File: config.mk
export PLATFORM = sky130hd
export DESIGN_NAME = multicycle_control_flat
export DESIGN_NICKNAME = d
export VERILOG_FILES = /design/src/rtl/multicycle_control_if.sv /design/src/rtl/multicycle_control.sv /design/src/flat_wrapper.sv
export SDC_FILE = /design/constraint.sdc
export NUM_CORES = 1
export LEC_CHECK = 0
export BUFFER_PORTS_ARGS = -buffer_cell sky130_fd_sc_hd__buf_2
export CORE_UTILIZATION = 48
export DETAILED_ROUTE_END_ITERATION = 16
export PLACE_DENSITY = 0.77
export SYNTH_ARGS = -nofsm -noshare
export SYNTH_HDL_FRONTEND = slang
export SYNTH_SLANG_ARGS = --single-unit
File: constraint.sdc
create_clock -name clk -period 2.15 [get_ports clk]
set_input_delay 0.43 -clock clk [delete_from_list [all_inputs] [get_ports clk]]
set_output_delay 0.43 -clock clk [all_outputs]
set_load 0.03 [all_outputs]
File: src/rtl/multicycle_control_if.sv
// Control bundle between the multi-cycle main controller and the datapath/memory.
// The master (controller) consumes decode fields and status and drives every datapath enable.
interface multicycle_control_if #(
   parameter int unsigned OP_W = 6,
   parameter int unsigned FN_W = 6
);
   logic [OP_W-1:0] opcode;
   logic [FN_W-1:0] funct;
   logic            zero;
   logic            mem_ready;
   logic            pc_en;
   logic [1:0]      pc_source;
   logic            i_or_d;
   logic            mem_read;
   logic            mem_write;
   logic            ir_write;
   logic            reg_dst;
   logic            mem_to_reg;
   logic            reg_write;
   logic            alu_src_a;
   logic [1:0]      alu_src_b;
   logic [3:0]      alu_operation;
   logic            illegal;

   modport master (
      input  opcode, funct, zero, mem_ready,
      output pc_en, pc_source, i_or_d, mem_read, mem_write, ir_write, reg_dst, mem_to_reg,
             reg_write, alu_src_a, alu_src_b, alu_operation, illegal
   );

   modport slave (
      output opcode, funct, zero, mem_ready,
      input  pc_en, pc_source, i_or_d, mem_read, mem_write, ir_write, reg_dst, mem_to_reg,
             reg_write, alu_src_a, alu_src_b, alu_operation, illegal
   );
endinterface

File: src/rtl/multicycle_control.sv
// Multi-cycle MIPS-subset main control FSM: fetch/decode/execute/memory/writeback sequencing
// with Moore state-decoded outputs; pc_en and ir_write also depend on zero/mem_ready.
module multicycle_control #(
   parameter int unsigned OP_W = 6,
   parameter int unsigned FN_W = 6
) (
   input logic                 clk,
   input logic                 rst_n,
   multicycle_control_if.master ctrl_io
);
   localparam logic [OP_W-1:0] OpR    = OP_W'(6'b000000);
   localparam logic [OP_W-1:0] OpJ    = OP_W'(6'b000010);
   localparam logic [OP_W-1:0] OpBeq  = OP_W'(6'b000100);
   localparam logic [OP_W-1:0] OpBne  = OP_W'(6'b000101);
   localparam logic [OP_W-1:0] OpAddi = OP_W'(6'b001000);
   localparam logic [OP_W-1:0] OpSlti = OP_W'(6'b001010);
   localparam logic [OP_W-1:0] OpAndi = OP_W'(6'b001100);
   localparam logic [OP_W-1:0] OpOri  = OP_W'(6'b001101);
   localparam logic [OP_W-1:0] OpLw   = OP_W'(6'b100011);
   localparam logic [OP_W-1:0] OpSw   = OP_W'(6'b101011);

   localparam logic [FN_W-1:0] FnAdd = FN_W'(6'b100000);
   localparam logic [FN_W-1:0] FnSub = FN_W'(6'b100010);
   localparam logic [FN_W-1:0] FnAnd = FN_W'(6'b100100);
   localparam logic [FN_W-1:0] FnOr  = FN_W'(6'b100101);
   localparam logic [FN_W-1:0] FnSlt = FN_W'(6'b101010);

   localparam logic [3:0] AluAnd = 4'b0000;
   localparam logic [3:0] AluOr  = 4'b0001;
   localparam logic [3:0] AluAdd = 4'b0010;
   localparam logic [3:0] AluSub = 4'b0011;
   localparam logic [3:0] AluNe  = 4'b0110;
   localparam logic [3:0] AluSlt = 4'b0111;

   typedef enum logic [3:0] {
      StFetch, StDecode, StMemAddr, StMemRead, StMemWb, StMemWrite, StRExec, StRWb,
      StIExec, StIWb, StBranch, StJump, StIllegal
   } state_e;

   state_e state_q, state_d;
   logic   is_store_q, is_store_d;
   logic   illegal_q, illegal_d;

   logic       pc_en, i_or_d, mem_read, mem_write, ir_write, reg_dst, mem_to_reg, reg_write;
   logic       alu_src_a;
   logic [1:0] pc_source, alu_src_b;
   logic [3:0] alu_operation;

   always_ff @(posedge clk or negedge rst_n) begin
      if (!rst_n) begin
         state_q    <= StFetch;
         is_store_q <= 1'b0;
         illegal_q  <= 1'b0;
      end else begin
         state_q    <= state_d;
         is_store_q <= is_store_d;
         illegal_q  <= illegal_d;
      end
   end

   always_comb begin
      state_d       = state_q;
      is_store_d    = is_store_q;
      pc_en         = 1'b0;
      pc_source     = 2'b00;
      i_or_d        = 1'b0;
      mem_read      = 1'b0;
      mem_write     = 1'b0;
      ir_write      = 1'b0;
      reg_dst       = 1'b0;
      mem_to_reg    = 1'b0;
      reg_write     = 1'b0;
      alu_src_a     = 1'b0;
      alu_src_b     = 2'b00;
      alu_operation = AluAnd;
      unique case (state_q)
         StFetch: begin
            mem_read      = 1'b1;
            alu_src_b     = 2'b01;
            alu_operation = AluAdd;
            ir_write      = ctrl_io.mem_ready;
            pc_en         = ctrl_io.mem_ready;
            if (ctrl_io.mem_ready) state_d = StDecode;
         end
         StDecode: begin
            alu_src_b     = 2'b11;
            alu_operation = AluAdd;
            // lw/sw choice is latched here so MEM_ADDR never looks at the opcode.
            is_store_d    = (ctrl_io.opcode == OpSw);
            if (ctrl_io.opcode == OpLw || ctrl_io.opcode == OpSw) state_d = StMemAddr;
            else if (ctrl_io.opcode == OpR) state_d = StRExec;
            else if (ctrl_io.opcode == OpBeq || ctrl_io.opcode == OpBne) state_d = StBranch;
            else if (ctrl_io.opcode == OpJ) state_d = StJump;
            else if (ctrl_io.opcode == OpAddi || ctrl_io.opcode == OpAndi ||
                     ctrl_io.opcode == OpOri || ctrl_io.opcode == OpSlti) state_d = StIExec;
            else state_d = StIllegal;
         end
         StMemAddr: begin
            alu_src_a     = 1'b1;
            alu_src_b     = 2'b10;
            alu_operation = AluAdd;
            state_d       = is_store_q ? StMemWrite : StMemRead;
         end
         StMemRead: begin
            mem_read = 1'b1;
            i_or_d   = 1'b1;
            if (ctrl_io.mem_ready) state_d = StMemWb;
         end
         StMemWb: begin
            reg_write  = 1'b1;
            mem_to_reg = 1'b1;
            state_d    = StFetch;
         end
         StMemWrite: begin
            mem_write = 1'b1;
            i_or_d    = 1'b1;
            if (ctrl_io.mem_ready) state_d = StFetch;
         end
         StRExec: begin
            alu_src_a = 1'b1;
            state_d   = StRWb;
            case (ctrl_io.funct)
               FnAdd:   alu_operation = AluAdd;
               FnSub:   alu_operation = AluSub;
               FnAnd:   alu_operation = AluAnd;
               FnOr:    alu_operation = AluOr;
               FnSlt:   alu_operation = AluSlt;
               default: state_d = StIllegal;
            endcase
         end
         StRWb: begin
            reg_write = 1'b1;
            reg_dst   = 1'b1;
            state_d   = StFetch;
         end
         StIExec: begin
            alu_src_a = 1'b1;
            alu_src_b = 2'b10;
            state_d   = StIWb;
            case (ctrl_io.opcode)
               OpAndi:  alu_operation = AluAnd;
               OpOri:   alu_operation = AluOr;
               OpSlti:  alu_operation = AluSlt;
               default: alu_operation = AluAdd;
            endcase
         end
         StIWb: begin
            reg_write = 1'b1;
            state_d   = StFetch;
         end
         StBranch: begin
            alu_src_a = 1'b1;
            pc_source = 2'b01;
            state_d   = StFetch;
            if (ctrl_io.opcode == OpBne) begin
               alu_operation = AluNe;
               pc_en         = ~ctrl_io.zero;
            end else begin
               alu_operation = AluSub;
               pc_en         = ctrl_io.zero;
            end
         end
         StJump: begin
            pc_source = 2'b10;
            pc_en     = 1'b1;
            state_d   = StFetch;
         end
         StIllegal: state_d = StIllegal;
         default:   state_d = StFetch;
      endcase
      illegal_d = illegal_q | (state_d == StIllegal);
   end

   // Reset abandons any access at once: no PC or IR load while rst_n is low.
   assign ctrl_io.pc_en         = pc_en & rst_n;
   assign ctrl_io.ir_write      = ir_write & rst_n;
   assign ctrl_io.pc_source     = pc_source;
   assign ctrl_io.i_or_d        = i_or_d;
   assign ctrl_io.mem_read      = mem_read;
   assign ctrl_io.mem_write     = mem_write;
   assign ctrl_io.reg_dst       = reg_dst;
   assign ctrl_io.mem_to_reg    = mem_to_reg;
   assign ctrl_io.reg_write     = reg_write;
   assign ctrl_io.alu_src_a     = alu_src_a;
   assign ctrl_io.alu_src_b     = alu_src_b;
   assign ctrl_io.alu_operation = alu_operation;
   assign ctrl_io.illegal       = illegal_q;
endmodule

File: src/flat_wrapper.sv
// flat-port wrapper written by rule: the top's interface ports become plain ports
module multicycle_control_flat 
#(
   parameter int unsigned OP_W = 6,
   parameter int unsigned FN_W = 6
)
  (clk, rst_n, ctrl_io_opcode, ctrl_io_funct, ctrl_io_zero, ctrl_io_mem_ready, ctrl_io_pc_en, ctrl_io_pc_source, ctrl_io_i_or_d, ctrl_io_mem_read, ctrl_io_mem_write, ctrl_io_ir_write, ctrl_io_reg_dst, ctrl_io_mem_to_reg, ctrl_io_reg_write, ctrl_io_alu_src_a, ctrl_io_alu_src_b, ctrl_io_alu_operation, ctrl_io_illegal);
  multicycle_control_if #(.OP_W(OP_W), .FN_W(FN_W)) ctrl_io_i ();
  input logic clk;
  input logic rst_n;
  input wire logic [$bits(ctrl_io_i.opcode)-1:0] ctrl_io_opcode;
  input wire logic [$bits(ctrl_io_i.funct)-1:0] ctrl_io_funct;
  input wire logic [$bits(ctrl_io_i.zero)-1:0] ctrl_io_zero;
  input wire logic [$bits(ctrl_io_i.mem_ready)-1:0] ctrl_io_mem_ready;
  output wire logic [$bits(ctrl_io_i.pc_en)-1:0] ctrl_io_pc_en;
  output wire logic [$bits(ctrl_io_i.pc_source)-1:0] ctrl_io_pc_source;
  output wire logic [$bits(ctrl_io_i.i_or_d)-1:0] ctrl_io_i_or_d;
  output wire logic [$bits(ctrl_io_i.mem_read)-1:0] ctrl_io_mem_read;
  output wire logic [$bits(ctrl_io_i.mem_write)-1:0] ctrl_io_mem_write;
  output wire logic [$bits(ctrl_io_i.ir_write)-1:0] ctrl_io_ir_write;
  output wire logic [$bits(ctrl_io_i.reg_dst)-1:0] ctrl_io_reg_dst;
  output wire logic [$bits(ctrl_io_i.mem_to_reg)-1:0] ctrl_io_mem_to_reg;
  output wire logic [$bits(ctrl_io_i.reg_write)-1:0] ctrl_io_reg_write;
  output wire logic [$bits(ctrl_io_i.alu_src_a)-1:0] ctrl_io_alu_src_a;
  output wire logic [$bits(ctrl_io_i.alu_src_b)-1:0] ctrl_io_alu_src_b;
  output wire logic [$bits(ctrl_io_i.alu_operation)-1:0] ctrl_io_alu_operation;
  output wire logic [$bits(ctrl_io_i.illegal)-1:0] ctrl_io_illegal;
  assign ctrl_io_i.opcode = ctrl_io_opcode;
  assign ctrl_io_i.funct = ctrl_io_funct;
  assign ctrl_io_i.zero = ctrl_io_zero;
  assign ctrl_io_i.mem_ready = ctrl_io_mem_ready;
  assign ctrl_io_pc_en = ctrl_io_i.pc_en;
  assign ctrl_io_pc_source = ctrl_io_i.pc_source;
  assign ctrl_io_i_or_d = ctrl_io_i.i_or_d;
  assign ctrl_io_mem_read = ctrl_io_i.mem_read;
  assign ctrl_io_mem_write = ctrl_io_i.mem_write;
  assign ctrl_io_ir_write = ctrl_io_i.ir_write;
  assign ctrl_io_reg_dst = ctrl_io_i.reg_dst;
  assign ctrl_io_mem_to_reg = ctrl_io_i.mem_to_reg;
  assign ctrl_io_reg_write = ctrl_io_i.reg_write;
  assign ctrl_io_alu_src_a = ctrl_io_i.alu_src_a;
  assign ctrl_io_alu_src_b = ctrl_io_i.alu_src_b;
  assign ctrl_io_alu_operation = ctrl_io_i.alu_operation;
  assign ctrl_io_illegal = ctrl_io_i.illegal;
  multicycle_control #(.OP_W(OP_W), .FN_W(FN_W)) u_core (.clk(clk), .rst_n(rst_n), .ctrl_io(ctrl_io_i));
endmodule
Word-level counts from Yosys, hierarchy flattened:

Cells that the tools add are included.
Widths: inputs -> output; s select.

* eq/ne operators: 27
* mux-type cells: 27
* bitwise logic cells: 4
* reductions and logical operators: 14

Operators with widths (number)
* $eq 6x6->1 const B: 7
* $mux 4: 8
* $pmux 4 s8: 1
* $eq 4x4->1 const B: 6
* $eq 6x4->1 const B: 4
* $eq 4x3->1 const B: 4
* $pmux 4 s4: 1
* $eq 6x3->1 const B: 2
* $pmux 3 s4: 1
* $mux 1: 9
* $mux 3: 3
* $pmux 3 s3: 1
* $eq 4x2->1 const B: 2
* $eq 6x2->1 const B: 1
* $logic_not 6->1: 1
* $pmux 2 s3: 1
* $reduce_or 2->1: 3
* $reduce_or 3->1: 2
* $logic_or 1x1->1: 5
* $reduce_or 5->1: 1
* $eq 4x1->1 const B: 1
* $logic_not 4->1: 1
* $pmux 2 s2: 1
* $reduce_or 4->1: 1
* other kinds (4): 5

* flip-flop bits (word level): 6
* input bits: 16
* output and inout port bits: 18
* word-level logic and storage cells: 75

Longest topological paths before layout:

Gate-level depths: netlist (run 1).

* depth in word-level cells: 12
* mapped depth: 7
* depth with buffers taken out: 5

Worst setup path after synthesis (run 1):

Ideal clock, no wire load.

* path kind: register to output
* start: register u_core.state_q[2]
* end: output port ctrl_io_pc_en
* arrival: 1.935 ns
* data required time: 1.720 ns
* path slack: -0.215 ns
* cell stages (with the launch flop): 6
* buffers on the path: 1
* cell sequence: dfrtp_1 -> clkbuf_1 -> nand2b_1 -> nor2_1 -> a21oi_1 -> nor2b_1

* cells in the longest elaborated chain, start to end: 3
* elaborated cells between the ends (all ways): 5
* those cells by class: eq/ne (2); mux (1); bitwise (1); reduce/logical (1)

Ends and longest elaborated chain
* start: declaration: RTL line multicycle_control.sv:40 `state_e state_q, state_d;`
* start signal: assignment: RTL line multicycle_control.sv:51 `state_q <= StFetch;`
* start signal: assignment: RTL line multicycle_control.sv:55 `state_q <= state_d;`
* $eq 4x4->1 / $logic_not 4->1 (equally long branches): RTL line multicycle_control.sv:76 `unique case (state_q)`
* $pmux 1 s3 (*): RTL line multicycle_control.sv:76
* $and 1x1->1 (*): RTL line multicycle_control.sv:175 `assign ctrl_io.pc_en = pc_en & rst_n;`
* end: declaration: RTL line flat_wrapper.sv:15 `output wire logic [$bits(ctrl_io_i.pc_en)-1:0] ctrl_io_pc_en;`

Mark *: on every way between the ends. The rest lies on a longest branch, timed or not.

Worst setup path in the final report (run 1):

* start: register u_core.state_q[0]
* end: output port ctrl_io_alu_operation[2]

* cells in the longest elaborated chain, start to end: 3
* elaborated cells between the ends (all ways): 8
* those cells by class: eq/ne (5); mux (1); reduce/logical (2)

Ends and longest elaborated chain
* $eq 4x2->1 (tied with other cells): RTL line multicycle_control.sv:76
* $reduce_or 3->1 (no line)
* $pmux 4 s4 (*): RTL line multicycle_control.sv:76
* end: declaration: RTL line flat_wrapper.sv:26 `output wire logic [$bits(ctrl_io_i.alu_operation)-1:0] ctrl_io_alu_operation;`

Marks and branches as above.

==> flow_summary_export.csv, run 1 <==
group,metric,value,unit
status,outcome,"completed",
yosys,post_synth_inst_count,113,
hold_path,hp-class,"input pin to asynchronous set/reset pin",
timing,setup_slack,0.04424,ns
yosys,mappedNetlistNets,129,
layout,antennaDiodeCount,0,
yosys,synth_edf_count,0,
global_routing,grt_first_pass_wirelength,3436,um
flow_run,cap_violations,0,
yosys,ys.warnings.count,0,
timing,finalClockSkew,0.005001,ns
global_routing,number_of_antenna_violations_at_the_first_check_in_global_routing,0,
clock_tree,cts_tree,"built",
global_routing,grt_start_max_net_pins,19,
yosys,synth_top_area_share,17.78,%
yosys,unique_masters_post_synth,46,
timing,post-route-period-util,97.94,%
global_routing,grt_pass1_vias,791,
layout,final_core_utilization,73.57,%
die,fp-row-count,14,
global_routing,track_usage,24.06,%
yosys,ys_top_cells_by_area,"dfrtp_1 18%, nor2_1 8.4%, clkbuf_8 4.9%",
worst_setup_path,worst-setup-path-type,"flop to output pin",
yosys,postSynthRegisterBits,6,
die,num_io_pins,34,
timing,maxSlewHeadroom,62.77,%
route,postRouteWirelength,2477,um
yosys,synth_area_per_cell,7.474,um^2
die,core_area,0.001577,mm^2
place,globalplace.congestion,0.8316,
route,wire_length_per_cell,14.74,um
clock_tree,h-tree-depth,1,
timing,finalSetupViolations,0,
route,via_count,1004,
route,detail_route.vias_per_cell,5.976,
route,first_iter_violations,30,
worst_setup_path,required,1.72,ns
clock_tree,numCtsBuffers,3,
power,static-leakage-power,0.5292,nW
worst_setup_path,critPathMaxFanout,2,
power,vdd_ir_drop_max,0.0007773,V
yosys,yosys_most_used_dff,"dfrtp_1",
clock_tree,cts-root-buf,"clkbuf_4",
layout,synthToLayoutAreaGrowth,37.33,%
place,dp.final_hpwl,1723,um
worst_setup_path,end_kind,"output pin",
route,drc,0,
route,drt_first_pass_iters,8,
place,pre_cts_slack,0.04761,ns
layout,n_fill_cell,131,
timing,timing.final.crit_period,2.106,ns
clock_tree,cts.sink_count,6,
timing,final-max-slew-violation-count,0,
global_routing,grt-ovfl-total,0,
layout,drive_above_1_share,45.39,%
worst_setup_path,critPathArrivalTime,1.68,ns
worst_setup_path,crit_path_start_kind,"flop",
timing,worst-slew-pin-transition,0.5570,ns
timing,grt_setup_unrepaired,"yes",
clock_tree,cts.clk_slew.worst_paths,0.04,ns
route,drt.antenna.violating_nets,0,
yosys,ys_async_sr_fraction,100.0,%
die,die_width,43.95,um
clock_tree,clock_latency,0.25,ns
timing,max_freq,0.4749,GHz
place,numPortBuffers,32,
yosys,syn-cell-area,844.6,um^2
power,power.density_cell_area,1151,mW/mm^2
die,start_util,53.57,%
timing,finalHoldViolCount,0,
yosys,yosysSeqAreaShare,17.78,%
die,chipHeight,43.95,um
layout,final_nets,170,
die,die_area,0.001931,mm^2
timing,totalNegativeSetupSlack,0,ns
yosys,netlist.top_cell.by_area,"dfrtp_1",
clock_tree,clk_path_buf_depth,2,
-- worst max-delay path, stage by stage, from the launching register on --
cell,delay (ns)
dfrtp_1,0.39
nand2b_4,0.15
or2_4,0.27
nor3b_4,0.25
nand2_2,0.10
o21ai_2,0.13
buf_6,0.14
-- path summary, 6_finish.rpt --
path                                             startpoint                                to  slack (ns)  cells past startpoint
setup / recovery                u_core.state_q[0]$_DFF_PN0_          ctrl_io_alu_operation[2]        0.04                      6
hold / removal                                        rst_n       u_core.state_q[0]$_DFF_PN0_       0.009                      1
setup reg to reg                u_core.state_q[1]$_DFF_PN0_  u_core.ctrl_io.illegal$_DFF_PN0_        0.24                      6
max in group asynchronous                             rst_n       u_core.state_q[1]$_DFF_PN0_        1.97                      1
hold reg to reg            u_core.ctrl_io.illegal$_DFF_PN0_  u_core.ctrl_io.illegal$_DFF_PN0_        0.47                      1
min in group clk                          ctrl_io_opcode[4]     u_core.is_store_q$_DFFE_PN0P_        0.47                      2
-- final cells by class --
cell class / instances / area [um^2] / share of cell area [%]
clock buffer: 3 / 22.52 / 1.942
multi-input combinational: 96 / 671.9 / 57.93
timing repair buffer: 44 / 282.8 / 24.38
inverter: 3 / 11.26 / 0.9709
tap: 16 / 20.02 / 1.726
sequential: 6 / 151.4 / 13.05
-- registers in the layout, indices dropped and copies added, names as in the netlist --
| name | flops |
|---|---|
| u_core.state_q | 4 |
| u_core.ctrl_io.illegal | 1 |
| u_core.is_store_q | 1 |
-- layout by cell type (no fill, tap or decap), types with 2 or more instances in the layout --
cell / count
nor2b_1: 2
nor2_1: 17
dfrtp_1: 5
o221ai_1: 2
a31oi_1: 2
nor3b_1: 3
inv_1: 3
nor3_1: 4
o21ai_0: 3
nor4b_2: 3
xnor2_1: 2
nand4_1: 2
nand2_1: 9
a21o_1: 3
and3_1: 2
a21oi_1: 6
o21ai_2: 2
nand2b_4: 2
buf_2: 28
buf_4: 10
or2_2: 2
buf_6: 6
clkbuf_4: 3
nand2b_1: 3
-- per-stage QoR --
stage,hold WS [ns],instances,instance area [um^2],power [mW]
3_5_place_dp,0.2690,159,1007,1.067
2_1_floorplan,0.1344,113,857.1,0.9015
5_1_grt,0.009129,168,1160,1.417
4_1_cts,0.003093,162,1046,1.185
6_report,0.009320,168,1160,1.335
3_3_place_gp,0.2703,159,1007,1.061
-- Yosys cell counts, types with 2 or more instances --
cell type	n
clkbuf_8	3
a21o_1	3
nand2_1	10
nor4b_1	2
and3_1	2
nand4_1	2
clkbuf_1	3
o221ai_1	2
nor3b_1	4
a21oi_1	6
or2_2	2
dfrtp_1	6
o21ai_0	3
nor2b_1	3
nor3_1	5
nand2b_1	4
nor2_1	19
o22ai_1	2
a31oi_1	2
xnor2_1	2
inv_1	3
-- routing by layer --
layer  up-vias  share of wire [%]  global-route usage, %
li1        490                  -                      -
met1       456                 43                  32.06
met2        48                 48                  37.31
met3        10                6.8                  6.667
met4         0                2.3                  8.485
met5         -                  0                      0
-- where the power goes --
part | total, mW | internal [mW] | switching, mW
combinational | 1.05 | 0.430 | 0.620
sequential | 0.184 | 0.153 | 0.0311
clock | 0.101 | 0.0630 | 0.0382
total | 1.34 | 0.646 | 0.690
-- repair_timing --
action | 4_1_cts | 5_1_grt
setup buffers | 0 | 6
hold buffers | 0 | 0
endpoints found under the setup margin | 3 | 4
resized for setup | 4 | 19
pin swaps | 1 | 7
-- kinds of logic (layout without fill, tap and decap cells) --
logic type | after synthesis | after routing | synth area share, %
other cells | 1 | 1 | 0.4440
buf+inv | 11 | 50 | 10.22
simple gates | 61 | 61 | 41.04
xor+xnor | 3 | 3 | 3.112
compound gates | 29 | 29 | 24.44
mux | 2 | 2 | 2.962
flops | 6 | 6 | 17.78
Power figures use the tool's default switching activity.
==> run 2, diff against run 1 <==
--- a/config.mk
+++ b/config.mk
@@ -5,9 +5,11 @@
 export SDC_FILE = /design/constraint.sdc
 export NUM_CORES = 1
 export LEC_CHECK = 0
+export ABC_AREA = 1
 export BUFFER_PORTS_ARGS = -buffer_cell sky130_fd_sc_hd__buf_2
-export CORE_UTILIZATION = 48
+export CORE_UTILIZATION = 47
 export DETAILED_ROUTE_END_ITERATION = 16
+export GPL_TIMING_DRIVEN = 0
 export PLACE_DENSITY = 0.77
 export SYNTH_ARGS = -nofsm -noshare
 export SYNTH_HDL_FRONTEND = slang
==> flow_summary_export.csv, run 2 <==
group,metric,value,unit
clock_tree,h-tree-depth,1,
die,chipHeight,43.21,um
yosys,syn-cell-area,798.3,um^2
layout,regMostFlops,"u_core.state_q",
timing,final-max-slew-violation-count,0,
power,vdd_ir_drop_max,0.0006957,V
timing,finalClockSkew,0.004230,ns
yosys,yosys_most_used_dff,"dfrtp_1",
yosys,ys_top_cells_by_area,"dfrtp_1 19%, nand2_1 16%, inv_1 12%",
yosys,yosysSeqAreaShare,18.81,%
die,die_width,43.21,um
place,numPortBuffers,32,
hold_path,hp-class,"input pin to asynchronous set/reset pin",
yosys,ys.warnings.count,0,
die,fp-row-count,14,
flow_run,cap_violations,0,
place,dp.cells,191,
clock_tree,cts_tree,"built",
worst_setup_path,critPathMaxFanout,5,
worst_setup_path,critPathArrivalTime,1.61,ns
layout,multiInputGateArea,534.3,um^2
place,globalplace.congestion,0.8776,
clock_tree,holdBufCountCts,0,
die,die_area,0.001867,mm^2
global_routing,grt_first_pass_wirelength,3422,um
route,detail_route.vias_per_cell,5.160,
timing,totalNegativeSetupSlack,0,ns
timing,timing.final.crit_period,2.044,ns
route,postRouteWirelength,2051,um
route,via_count,1001,
worst_setup_path,crit_path_start_kind,"flop",
route,drt.antenna.violating_nets,0,
yosys,unique_masters_post_synth,21,
layout,final_nets,196,
yosys,netlist.top_cell.by_area,"dfrtp_1",
clock_tree,cts-resized-gates,1,
yosys,synth_edf_count,0,
worst_setup_path,setup_slack_reg_to_reg,0.83,ns
worst_setup_path,end_kind,"output pin",
clock_tree,cts.sink_count,6,
route,wire_length_per_cell,10.57,um
place,dp.final_hpwl,1700,um
die,num_io_pins,34,
die,core_area,0.001541,mm^2
layout,synthToLayoutAreaGrowth,27.74,%
yosys,synth_area_per_cell,5.582,um^2
yosys,mappedNetlistNets,159,
layout,drive_above_1_share,31.46,%
yosys,synth_most_common_cell,"nand2_1",
layout,n_fill_cell,155,
yosys,post_synth_inst_count,143,
yosys,postSynthRegisterBits,6,
timing,grt_setup_unrepaired,"no",
yosys,post_synth_most_frequent_cells,"33 x nand2_1, 26 x inv_1, 26 x nor2_1",
status,outcome,"completed",
clock_tree,clk_path_buf_depth,2,
power,power.density_cell_area,1014,mW/mm^2
yosys,synth_top_area_share,18.81,%
global_routing,number_of_antenna_violations_at_the_first_check_in_global_routing,0,
global_routing,grt_pass1_vias,847,
layout,antennaDiodeCount,0,
route,drt_first_pass_iters,5,
global_routing,grt-ovfl-total,0,
timing,max_freq,0.4893,GHz
power,static-leakage-power,0.6027,nW
layout,final_core_utilization,66.15,%
clock_tree,numCtsBuffers,3,
clock_tree,cts.clk_slew.worst_paths,0.04,ns
worst_setup_path,required,1.72,ns
layout,highest_count_cells_in_the_layout_ignoring_fill_and_taps,"32 x nand2_1, 30 x buf_2, 25 x inv_1, 25 x nor2_1, 15 x nand3_1",
global_routing,grt_start_max_net_pins,9,
layout,final_common_cell,"nand2_1",
layout,layoutNonFillerInstCount,194,
clock_tree,clock_latency,0.25,ns
clock_tree,post_cts_buffers,0,
timing,post-route-period-util,95.05,%
timing,finalHoldViolCount,0,
yosys,ys_async_sr_fraction,100.0,%
layout,register_area,153.9,um^2
route,first_iter_violations,28,
layout,largest_register_ff_count,4,
route,drc,0,
die,start_util,51.79,%
clock_tree,cts-root-buf,"clkbuf_4",
global_routing,track_usage,24.32,%
worst_setup_path,worst-setup-path-type,"flop to output pin",
timing,finalSetupViolations,0,
==> run 2: power by group <==
| group | total [mW] | internal (mW) | switching, mW |
|---|---|---|---|
| combinational | 0.725 | 0.221 | 0.505 |
| clock | 0.102 | 0.0630 | 0.0394 |
| sequential | 0.206 | 0.147 | 0.0593 |
| total | 1.03 | 0.431 | 0.604 |
==> run 2: area by class of cell <==
| class | count | share of cell area (%) |
|---|---|---|
| well taps | 16 | 1.963 |
| clock buffers | 3 | 2.209 |
| plain buffers | 1 | 0.7362 |
| multi-input cells | 105 | 52.39 |
| flip-flops and latches | 6 | 15.09 |
| repair buffers | 32 | 16.20 |
| inverters | 31 | 11.41 |
==> run 2: critical path, cell delays in order (launching register included) <==
cell and delay [ns]:
dfrtp_2 0.44, inv_1 0.08, nand2_1 0.10, inv_1 0.11
nand2_2 0.09, inv_2 0.09, nand3b_1 0.13, o2111ai_1 0.13
buf_4 0.20
==> run 2: kinds of logic (layout without fill, tap and decap cells) <==
group                  after synthesis  count (layout)  share of synthesized area, %
AOI/OAI and AO/OA                   13              13                         10.19
buffers and inverters               32              67                         15.52
DFF                                  6               6                         18.81
other                                1               1                        0.4698
and+or+nand+nor                     91              91                         55.02
==> run 2: final timing paths <==
kind                                             startpoint                               end  cells after the start
setup / recovery                u_core.state_q[3]$_DFF_PN0_          ctrl_io_alu_operation[1]                      8
hold / removal                                        rst_n       u_core.state_q[2]$_DFF_PN0_                      1
setup reg to reg                u_core.state_q[3]$_DFF_PN0_  u_core.ctrl_io.illegal$_DFF_PN0_                      9
hold reg to reg            u_core.ctrl_io.illegal$_DFF_PN0_  u_core.ctrl_io.illegal$_DFF_PN0_                      2
max in group asynchronous                             rst_n       u_core.state_q[3]$_DFF_PN0_                      1
min in group clk           u_core.ctrl_io.illegal$_DFF_PN0_  u_core.ctrl_io.illegal$_DFF_PN0_                      2
==> run 2: layer usage <==
layer	wire length [um]	global-route usage, %	vias up
li1	-	-	524
met2	919	37.31	43
met1	967	31.94	429
met5	0	0	-
met4	35	12.12	0
met3	128	5.106	5
==> run 2: metrics by stage <==
stage,cell area [um^2],hold slack [ns],setup slack (ns),power [mW]
after CTS,1003,0.01189,0.01005,1.014
after floorplan,798.3,0.1344,0.1484,0.7258
after global routing,1020,0.01206,0.01892,1.112
final,1020,0.01572,0.1064,1.034
after detailed placement,978.4,0.2782,0.2195,0.9010
after global placement,978.4,0.2741,0.2650,0.8914
